$ cat src/rtl/led_mode_ctrl_if.sv
// led_mode_ctrl_if: front-panel bundle of raw keys/switches in, LED drive and mode out.
// The controller takes the slave side; the board top level (or a bench) drives master.
interface led_mode_ctrl_if;
  logic [3:0] key;
  logic [3:0] sw;
  logic [7:0] led;
  logic [1:0] mode;

  modport master (
    output key,
    output sw,
    input  led,
    input  mode
  );

  modport slave (
    input  key,
    input  sw,
    output led,
    output mode
  );
endinterface

$ cat src/rtl/led_mode_ctrl.sv
// led_mode_ctrl: synchronises and debounces four push keys, turns presses into commands
// and drives eight LEDs in one of four modes (static, running light, blink, binary count).
// Build option: define LED_DEBOUNCE_EN to build the per-key debounce counters; when it is
// undefined the synchronised keys are taken as the stable key state directly.
module led_mode_ctrl #(
  parameter int unsigned DEB_CYCLES     = 240000,
  parameter int unsigned TICK_CYCLES    = 3000000,
  parameter int unsigned KEY_ACTIVE_LOW = 1
) (
  input  logic           clk,
  input  logic           rst,
  led_mode_ctrl_if.slave bus
);

  typedef enum logic [1:0] {
    StStatic = 2'd0,
    StRun    = 2'd1,
    StBlink  = 2'd2,
    StCount  = 2'd3
  } mode_e;

  localparam int unsigned TickW = (TICK_CYCLES > 1) ? $clog2(TICK_CYCLES) : 1;
  localparam logic [TickW-1:0] TickLast = TickW'(TICK_CYCLES - 1);

  // ---------------------------------------------------------------------------
  // Input synchronisation
  // ---------------------------------------------------------------------------
  logic [3:0] kp_raw;
  logic [3:0] key_meta_q;
  logic [3:0] kp_q;
  logic [3:0] sw_meta_q;
  logic [3:0] sw_sync_q;

  // Keys are normalised to 1 = pressed before the synchroniser, so its reset value of 0
  // means "released" whatever the key polarity.
  assign kp_raw = (KEY_ACTIVE_LOW != 0) ? ~bus.key : bus.key;

  // Two-flop synchronisers for keys and switches
  always_ff @(posedge clk) begin
    if (rst) begin
      key_meta_q <= '0;
      kp_q       <= '0;
      sw_meta_q  <= '0;
      sw_sync_q  <= '0;
    end else begin
      key_meta_q <= kp_raw;
      kp_q       <= key_meta_q;
      sw_meta_q  <= bus.sw;
      sw_sync_q  <= sw_meta_q;
    end
  end

  // ---------------------------------------------------------------------------
  // Debounce: kst is the accepted (stable) key state
  // ---------------------------------------------------------------------------
  logic [3:0] kst;

`ifdef LED_DEBOUNCE_EN
  localparam int unsigned DebW = (DEB_CYCLES > 0) ? $clog2(DEB_CYCLES + 1) : 1;
  localparam logic [DebW-1:0] DebLast = DebW'(DEB_CYCLES);

  logic [3:0]      kst_q;
  logic [3:0]      kst_d;
  logic [DebW-1:0] deb_cnt_q [4];
  logic [DebW-1:0] deb_cnt_d [4];

  // Per-key counter: runs while the synchronised key disagrees with the stable state,
  // flips the stable state once the disagreement has lasted the full debounce period
  always_comb begin
    kst_d = kst_q;
    for (int i = 0; i < 4; i++) begin
      deb_cnt_d[i] = '0;
      if (kp_q[i] != kst_q[i]) begin
        if (deb_cnt_q[i] == DebLast) begin
          kst_d[i] = kp_q[i];
        end else begin
          deb_cnt_d[i] = deb_cnt_q[i] + DebW'(1);
        end
      end
    end
  end

  // Debounce state registers
  always_ff @(posedge clk) begin
    if (rst) begin
      kst_q <= '0;
      for (int i = 0; i < 4; i++) begin
        deb_cnt_q[i] <= '0;
      end
    end else begin
      kst_q <= kst_d;
      for (int i = 0; i < 4; i++) begin
        deb_cnt_q[i] <= deb_cnt_d[i];
      end
    end
  end

  assign kst = kst_q;
`else
  assign kst = kp_q;
`endif

  // ---------------------------------------------------------------------------
  // Command decode, tick generator, pattern state and LED drive
  // ---------------------------------------------------------------------------
  logic [3:0]       kst_prev_q;
  logic [3:0]       ev;
  logic             active;
  logic             tick;
  logic             reload;

  mode_e            mode_q;
  mode_e            mode_d;
  logic             run_q;
  logic             run_d;
  logic             dir_q;
  logic             dir_d;
  logic [TickW-1:0] tick_cnt_q;
  logic [TickW-1:0] tick_cnt_d;
  logic [7:0]       rot_q;
  logic [7:0]       rot_d;
  logic             phase_q;
  logic             phase_d;
  logic [7:0]       cnt_q;
  logic [7:0]       cnt_d;
  logic [7:0]       led_q;
  logic [7:0]       led_d;

  // Press events only; releases are ignored
  assign ev     = kst & ~kst_prev_q;
  assign active = run_q && (mode_q != StStatic);
  assign tick   = active && (tick_cnt_q == TickLast);
  // Mode change or key 3 restarts the pattern; this also swallows a same-cycle tick
  assign reload = ev[0] | ev[3];

  // Next-state for mode, run/dir flags, tick counter, pattern registers and LED drive
  always_comb begin
    mode_d     = mode_q;
    run_d      = run_q;
    dir_d      = dir_q;
    tick_cnt_d = tick_cnt_q;
    rot_d      = rot_q;
    phase_d    = phase_q;
    cnt_d      = cnt_q;
    led_d      = led_q;

    if (ev[0]) begin
      unique case (mode_q)
        StStatic: mode_d = StRun;
        StRun:    mode_d = StBlink;
        StBlink:  mode_d = StCount;
        StCount:  mode_d = StStatic;
      endcase
    end

    // A tick in the same cycle still steps with the old run/dir values
    if (ev[1]) begin
      run_d = ~run_q;
    end
    if (ev[2]) begin
      dir_d = ~dir_q;
    end

    if (reload) begin
      tick_cnt_d = '0;
      rot_d      = 8'h01;
      phase_d    = 1'b0;
      cnt_d      = 8'h00;
    end else if (active) begin
      if (tick) begin
        tick_cnt_d = '0;
        unique case (mode_q)
          StStatic: ;
          StRun:    rot_d   = dir_q ? {rot_q[0], rot_q[7:1]} : {rot_q[6:0], rot_q[7]};
          StBlink:  phase_d = ~phase_q;
          StCount:  cnt_d   = dir_q ? (cnt_q - 8'd1) : (cnt_q + 8'd1);
        endcase
      end else begin
        tick_cnt_d = tick_cnt_q + TickW'(1);
      end
    end

    unique case (mode_q)
      StStatic: led_d = {kst, sw_sync_q};
      StRun:    led_d = rot_q;
      StBlink:  led_d = phase_q ? 8'hFF : 8'h00;
      StCount:  led_d = cnt_q;
    endcase
  end

  // Control and pattern state registers
  always_ff @(posedge clk) begin
    if (rst) begin
      kst_prev_q <= '0;
      mode_q     <= StStatic;
      run_q      <= 1'b1;
      dir_q      <= 1'b0;
      tick_cnt_q <= '0;
      rot_q      <= 8'h01;
      phase_q    <= 1'b0;
      cnt_q      <= 8'h00;
      led_q      <= 8'h00;
    end else begin
      kst_prev_q <= kst;
      mode_q     <= mode_d;
      run_q      <= run_d;
      dir_q      <= dir_d;
      tick_cnt_q <= tick_cnt_d;
      rot_q      <= rot_d;
      phase_q    <= phase_d;
      cnt_q      <= cnt_d;
      led_q      <= led_d;
    end
  end

  assign bus.led  = led_q;
  assign bus.mode = mode_q;

endmodule

$ cat src/flat_wrapper.sv
// flat-port wrapper written by rule: the top's interface ports become plain ports
module led_mode_ctrl_flat 
#(
  parameter int unsigned DEB_CYCLES     = 240000,
  parameter int unsigned TICK_CYCLES    = 3000000,
  parameter int unsigned KEY_ACTIVE_LOW = 1
)
  (clk, rst, bus_key, bus_sw, bus_led, bus_mode);
  led_mode_ctrl_if bus_i ();
  input  logic clk;
  input  logic rst;
  input wire logic [$bits(bus_i.key)-1:0] bus_key;
  input wire logic [$bits(bus_i.sw)-1:0] bus_sw;
  output wire logic [$bits(bus_i.led)-1:0] bus_led;
  output wire logic [$bits(bus_i.mode)-1:0] bus_mode;
  assign bus_i.key = bus_key;
  assign bus_i.sw = bus_sw;
  assign bus_led = bus_i.led;
  assign bus_mode = bus_i.mode;
  led_mode_ctrl #(.DEB_CYCLES(DEB_CYCLES), .TICK_CYCLES(TICK_CYCLES), .KEY_ACTIVE_LOW(KEY_ACTIVE_LOW)) u_core (.clk(clk), .rst(rst), .bus(bus_i));
endmodule
$ cat config.mk
export PLATFORM = sky130hd
export DESIGN_NAME = led_mode_ctrl_flat
export DESIGN_NICKNAME = d
export VERILOG_FILES = /design/src/rtl/led_mode_ctrl_if.sv /design/src/rtl/led_mode_ctrl.sv /design/src/flat_wrapper.sv
export SDC_FILE = /design/constraint.sdc
export NUM_CORES = 1
export LEC_CHECK = 0
export ABC_CLOCK_PERIOD_IN_PS = 3100
export CAP_MARGIN = 25
export CORE_ASPECT_RATIO = 0.75
export CORE_UTILIZATION = 60
export DETAILED_ROUTE_END_ITERATION = 8
export MAX_ROUTING_LAYER = met4
export PLACE_DENSITY = 0.81
export SYNTH_ARGS = -nofsm -noshare
export SYNTH_HDL_FRONTEND = slang
export SYNTH_SLANG_ARGS = --single-unit
$ cat constraint.sdc
create_clock -name clk -period 3.1 [get_ports clk]
set_input_delay 0.93 -clock clk [delete_from_list [all_inputs] [get_ports clk]]
set_output_delay 0.93 -clock clk [all_outputs]
set_load 0.05 [all_outputs]
# Word level (Yosys, flattened, before mapping)
# Cells that the tools add are included.
# word_totals
regBits	71
# classes
n_addsub	3
eq_ne	4
muxes	6
n_bitwise	7
n_reduce_logical	8
# ops
op	count
$pmux 8 s4	1
$mux 8	3
$add 22x1->22 const B	1
$eq 22x22->1 const B	1
$mux 22	1
$reduce_and 3->1	3
$add 8x1->8 const B	1
$not 4->4	2
$pmux 2 s4	1
$sub 8x1->8 const B	1
$and 4x4->4	1
$eq 2x2->1 const B	2
$not 1->1	3
$eq 2x1->1 const B	1
$logic_and 1x1->1	2
$logic_not 2->1	1
$reduce_bool 2->1	1
$reduce_or 2->1	1
$or 1x1->1	1

# Longest topological paths before layout
# logic_depth
ltp_word	4
mapped_depth	11
depth_no_buf	8

# Least setup slack after synthesis
# No wires, ideal clock.
# synth_timing
kind	flip-flop to flip-flop
start	register u_core.mode_q[0] (netlist: u_core.bus.mode[0])
end	register u_core.cnt_q[4]
t_arrival_ns	2.386
required_ns	2.971
path_slack_ns	0.586
stages_incl_launch_ff	12
path_buffers	3
synth_period_minus_slack_ns	2.514
path_cell_list	dfxtp_1 -> inv_1 -> ha_1 -> buf_2 -> and4b_1 -> clkbuf_2 -> nand2_1 -> nor3_4 -> and2_2 -> buf_6 -> mux2i_1 -> nor2_1
# synth_via
elab_chain_len	4
elab_cells_between_ends	5
# synth_lines
element	line_no	rtl
start: declaration	led_mode_ctrl.sv:112	mode_e mode_q;
start signal: assignment	led_mode_ctrl.sv:195	mode_q <= StStatic;
start signal: assignment	led_mode_ctrl.sv:205	mode_q <= mode_d;
$reduce_bool 2->1	led_mode_ctrl.sv:131	assign active = run_q && (mode_q != StStatic);
$logic_and 1x1->1	led_mode_ctrl.sv:131	
$logic_and 1x1->1	led_mode_ctrl.sv:132	assign tick = active && (tick_cnt_q == TickLast);
$reduce_and 3->1 (no source line) *	-	
end signal: assignment	led_mode_ctrl.sv:211	cnt_q <= cnt_d;
end: declaration	led_mode_ctrl.sv:124	logic [7:0] cnt_q;
# Mark *: on every way between the ends. The rest lies on a longest branch, timed or not.
# A chain may end at the register's enable or synchronous reset.

# Final worst setup path
# layout_timing
start	register u_core.mode_q[0] (netlist: u_core.bus.mode[0])
end	output bus_mode[0]
# layout_lines
element	line_no	rtl
end: declaration	flat_wrapper.sv:15	output wire logic [$bits(bus_i.mode)-1:0] bus_mode;
# No word-level cell between the ends.

==> metrics.txt <==
status finished, final reports clean; top post-synthesis cells by area dfxtp_1 46%, nor2_1 7.1%, ha_1 4.5%, xor2_1 4.3%, mux2i_1 3.9%; hpwl dp 4070 um; HP Class reg -> reg; post-cts resize count 0; initial antenna violation count 0; first-pass GRT wire length 10,200 um; Area growth syn-to-layout 13.4%; worst slew pin tran 0.676 ns; crit share post-route between 80% and 90%; Mean Syn Cell Area 9.30 sq um; RSZ-0062 raised after global routing no; Yosys top cell by area dfxtp_1; clk_skew ~0.010 ns; total power draw about 1.8 mW; drt first-iter violations 85; Slew Limit Fails 0; register area share after synthesis 46.3%; GRT Total Usage 25.1%; Post-Syn Nets 352; residual DRC count 0; prevailing post-synth register cell dfxtp_1; EDFF count, synth 0; Startpoint Class flip-flop; Core Region 4900 sq um; most frequent cells after synthesis 71 x dfxtp_1, 58 x nor2_1, 16 x a21oi_1, 15 x nor2b_1, 15 x xor2_1; most numerous cell in the Yosys netlist dfxtp_1; Fin Setup TNS 0 ns; minimum clock period about 2.5 ns; Synth cell types 47; clock sinks 71; Critical Path AT 1.58 ns; critical path peak fanout 5; number of hold violations in the final report 0; drt first pass iters 4; number of vias per cell 5.44; Ports 20; largest net degree at the start of global routing 30; RePlAce Congestion 0.865; FFs w/ async S/R, synth 0%; Initial Utilization 62.6%; Std-Cell Rows 22; maximum vdd drop 0.420 mV; Root Buffer clkbuf_8; PortBufs 19; CTS Buf Count 9; register area 1420 sq um; netlist area before placement 3070 sq um; Largest stage delay, worst path 0.83 ns; total congestion overflow 0; Yosys warning total 0; antenna viol nets, final 0; post-layout util 71.0%; Max-slew headroom 54.9%; multi-input logic area roughly 1500 sq um; critical path's slowest cell clkdlybuf4s50_1; leakage power approximately 1.3 nW; nets 371; DIE HEIGHT 63.9 um; share of post-route cells with drive strength above 1 9.89%; Fill cells roughly 360; crit-path cells clkdlybuf4s50_1; H-tree lvl count 3; clk slew on worst S/H paths 0.07 ns; # setup viols final 0; Vias approximately 2,300; area share of the largest cell type after synthesis 46.3%; drt total wl 5910 um; pwr dens 514 nW/um^2; Gate Count Post-Synth 330; vias in the first global route ~2,200; number of diodes 0; CTS hold repair buffers 0; CP top delay family buffers and inverters; post-CTS setup buffers 0; Setup CP Type reg -> out; Critical Path End Type primary output; Clock Path Buffers 2; Worst-Skew Late Latency about 0.34 ns; TritonCTS clock tree built; Synth Register Bits just over 70; Avg WL per Cell between 10 and 15 um; WP data required 2.17 ns; Die Footprint ~5400 sq um; Max Freq about 400 MHz; Crit path buffers/inverters 1; Max-Cap Viols 0; Die Span X 84.6 um
[state kept, by name, indices dropped and copies added, names as in the netlist]
| signal | cells |
|---|---|
| u_core.tick_cnt_q | 22 |
| u_core.key_meta_q | 4 |
| u_core.sw_meta_q | 4 |
| u_core.rot_q | 8 |
| u_core.kp_q | 4 |
| u_core.kst_prev_q | 4 |
| u_core.bus.led | 8 |
| u_core.bus.mode | 2 |
| u_core.cnt_q | 8 |
| u_core.sw_sync_q | 4 |
| u_core.run_q | 1 |
| u_core.phase_q | 1 |
| u_core.dir_q | 1 |
[logic make-up after synthesis]
family                   count (synthesis)  share of synthesized area (%)
multiplexers                            19                           6.48
AND/OR/NAND/NOR                        128                           20.9
flip-flops                              71                           46.3
XOR/XNOR                                25                           7.14
buffers and inverters                   27                           4.00
adder cells (fa/ha/maj)                 12                           5.14
AO/OA/AOI/OAI                           48                           9.99
[layout by cell type, fill, tap and decap left out, drive strengths merged, types with 2 or more instances in the layout]
cell type      netlist  routed
a211oi               3       3
a21oi               16      16
a221oi               4       4
a22oi                8       8
and2                 2       2
and3                 4       4
buf                  5       3
clkbuf               8       9
clkdlybuf4s50        0      19
clkinv               0       3
clkinvlp             0       2
dfxtp               71      71
ha                  11      11
inv                 13      14
mux2                 7       7
mux2i               12      12
nand2               11      11
nand2b               3       3
nand3               13      13
nand4                4       4
nor2                58      58
nor2b               15      15
nor3                 7       7
o21a                 2       2
o21ai               10      10
or3                  4       4
xnor2               10      10
xor2                15      15
[metrics by stage]
stage                     setup slack, ns  std cells  hold WS, ns  instance area, sq um
after floorplan                     0.586        330        0.414                  3070
after global routing                0.432        414        0.459                  3480
after global placement              0.772        398        0.417                  3280
after CTS                           0.576        414        0.444                  3480
after detailed placement            0.685        398        0.426                  3280
final                               0.589        414        0.439                  3480
[cell type report]
| class | count | share of cell area [%] |
|---|---|---|
| multi-input cells | 232 | 43.8 |
| well taps | 60 | 2.16 |
| repair buffers | 22 | 6.12 |
| inverters | 13 | 1.40 |
| clock inverters | 7 | 2.09 |
| flip-flops and latches | 71 | 40.9 |
| clock buffers | 9 | 3.56 |
[per-layer routing]
layer,vias to the layer above,wire length (um),part of all wire (%),GRT usage (%)
met5,-,0,0,-
met4,0,99,1.7,8.69
met3,13,195,3.3,6.72
met2,40,2730,46,40.9
met1,1035,2890,49,30.4
li1,1165,-,-,-
[path summary, 6_finish.rpt]
| check | startpoint | end | slack (ns) | depth (start not counted) |
|---|---|---|---|---|
| worst max register to register | u_core.bus.mode[0]$_SDFFE_PP0P_ | u_core.cnt_q[3]$_SDFFE_PP0P_ | 0.65 | 8 |
| worst min register to register | u_core.key_meta_q[1]$_SDFF_PP0_ | u_core.kp_q[1]$_SDFF_PP0_ | 0.44 | 1 |
| worst min-delay path | u_core.key_meta_q[1]$_SDFF_PP0_ | u_core.kp_q[1]$_SDFF_PP0_ | 0.44 | 1 |
| worst max-delay path | u_core.bus.mode[0]$_SDFFE_PP0P_ | bus_mode[0] | 0.59 | 1 |
[report_power, final]
| part | internal, mW | switching [mW] |
|---|---|---|
| Clock | 0.372 | 0.350 |
| Sequential | 0.932 | 0.0111 |
| Combinational | 0.0484 | 0.0741 |
(Power assumes the default switching activity.)
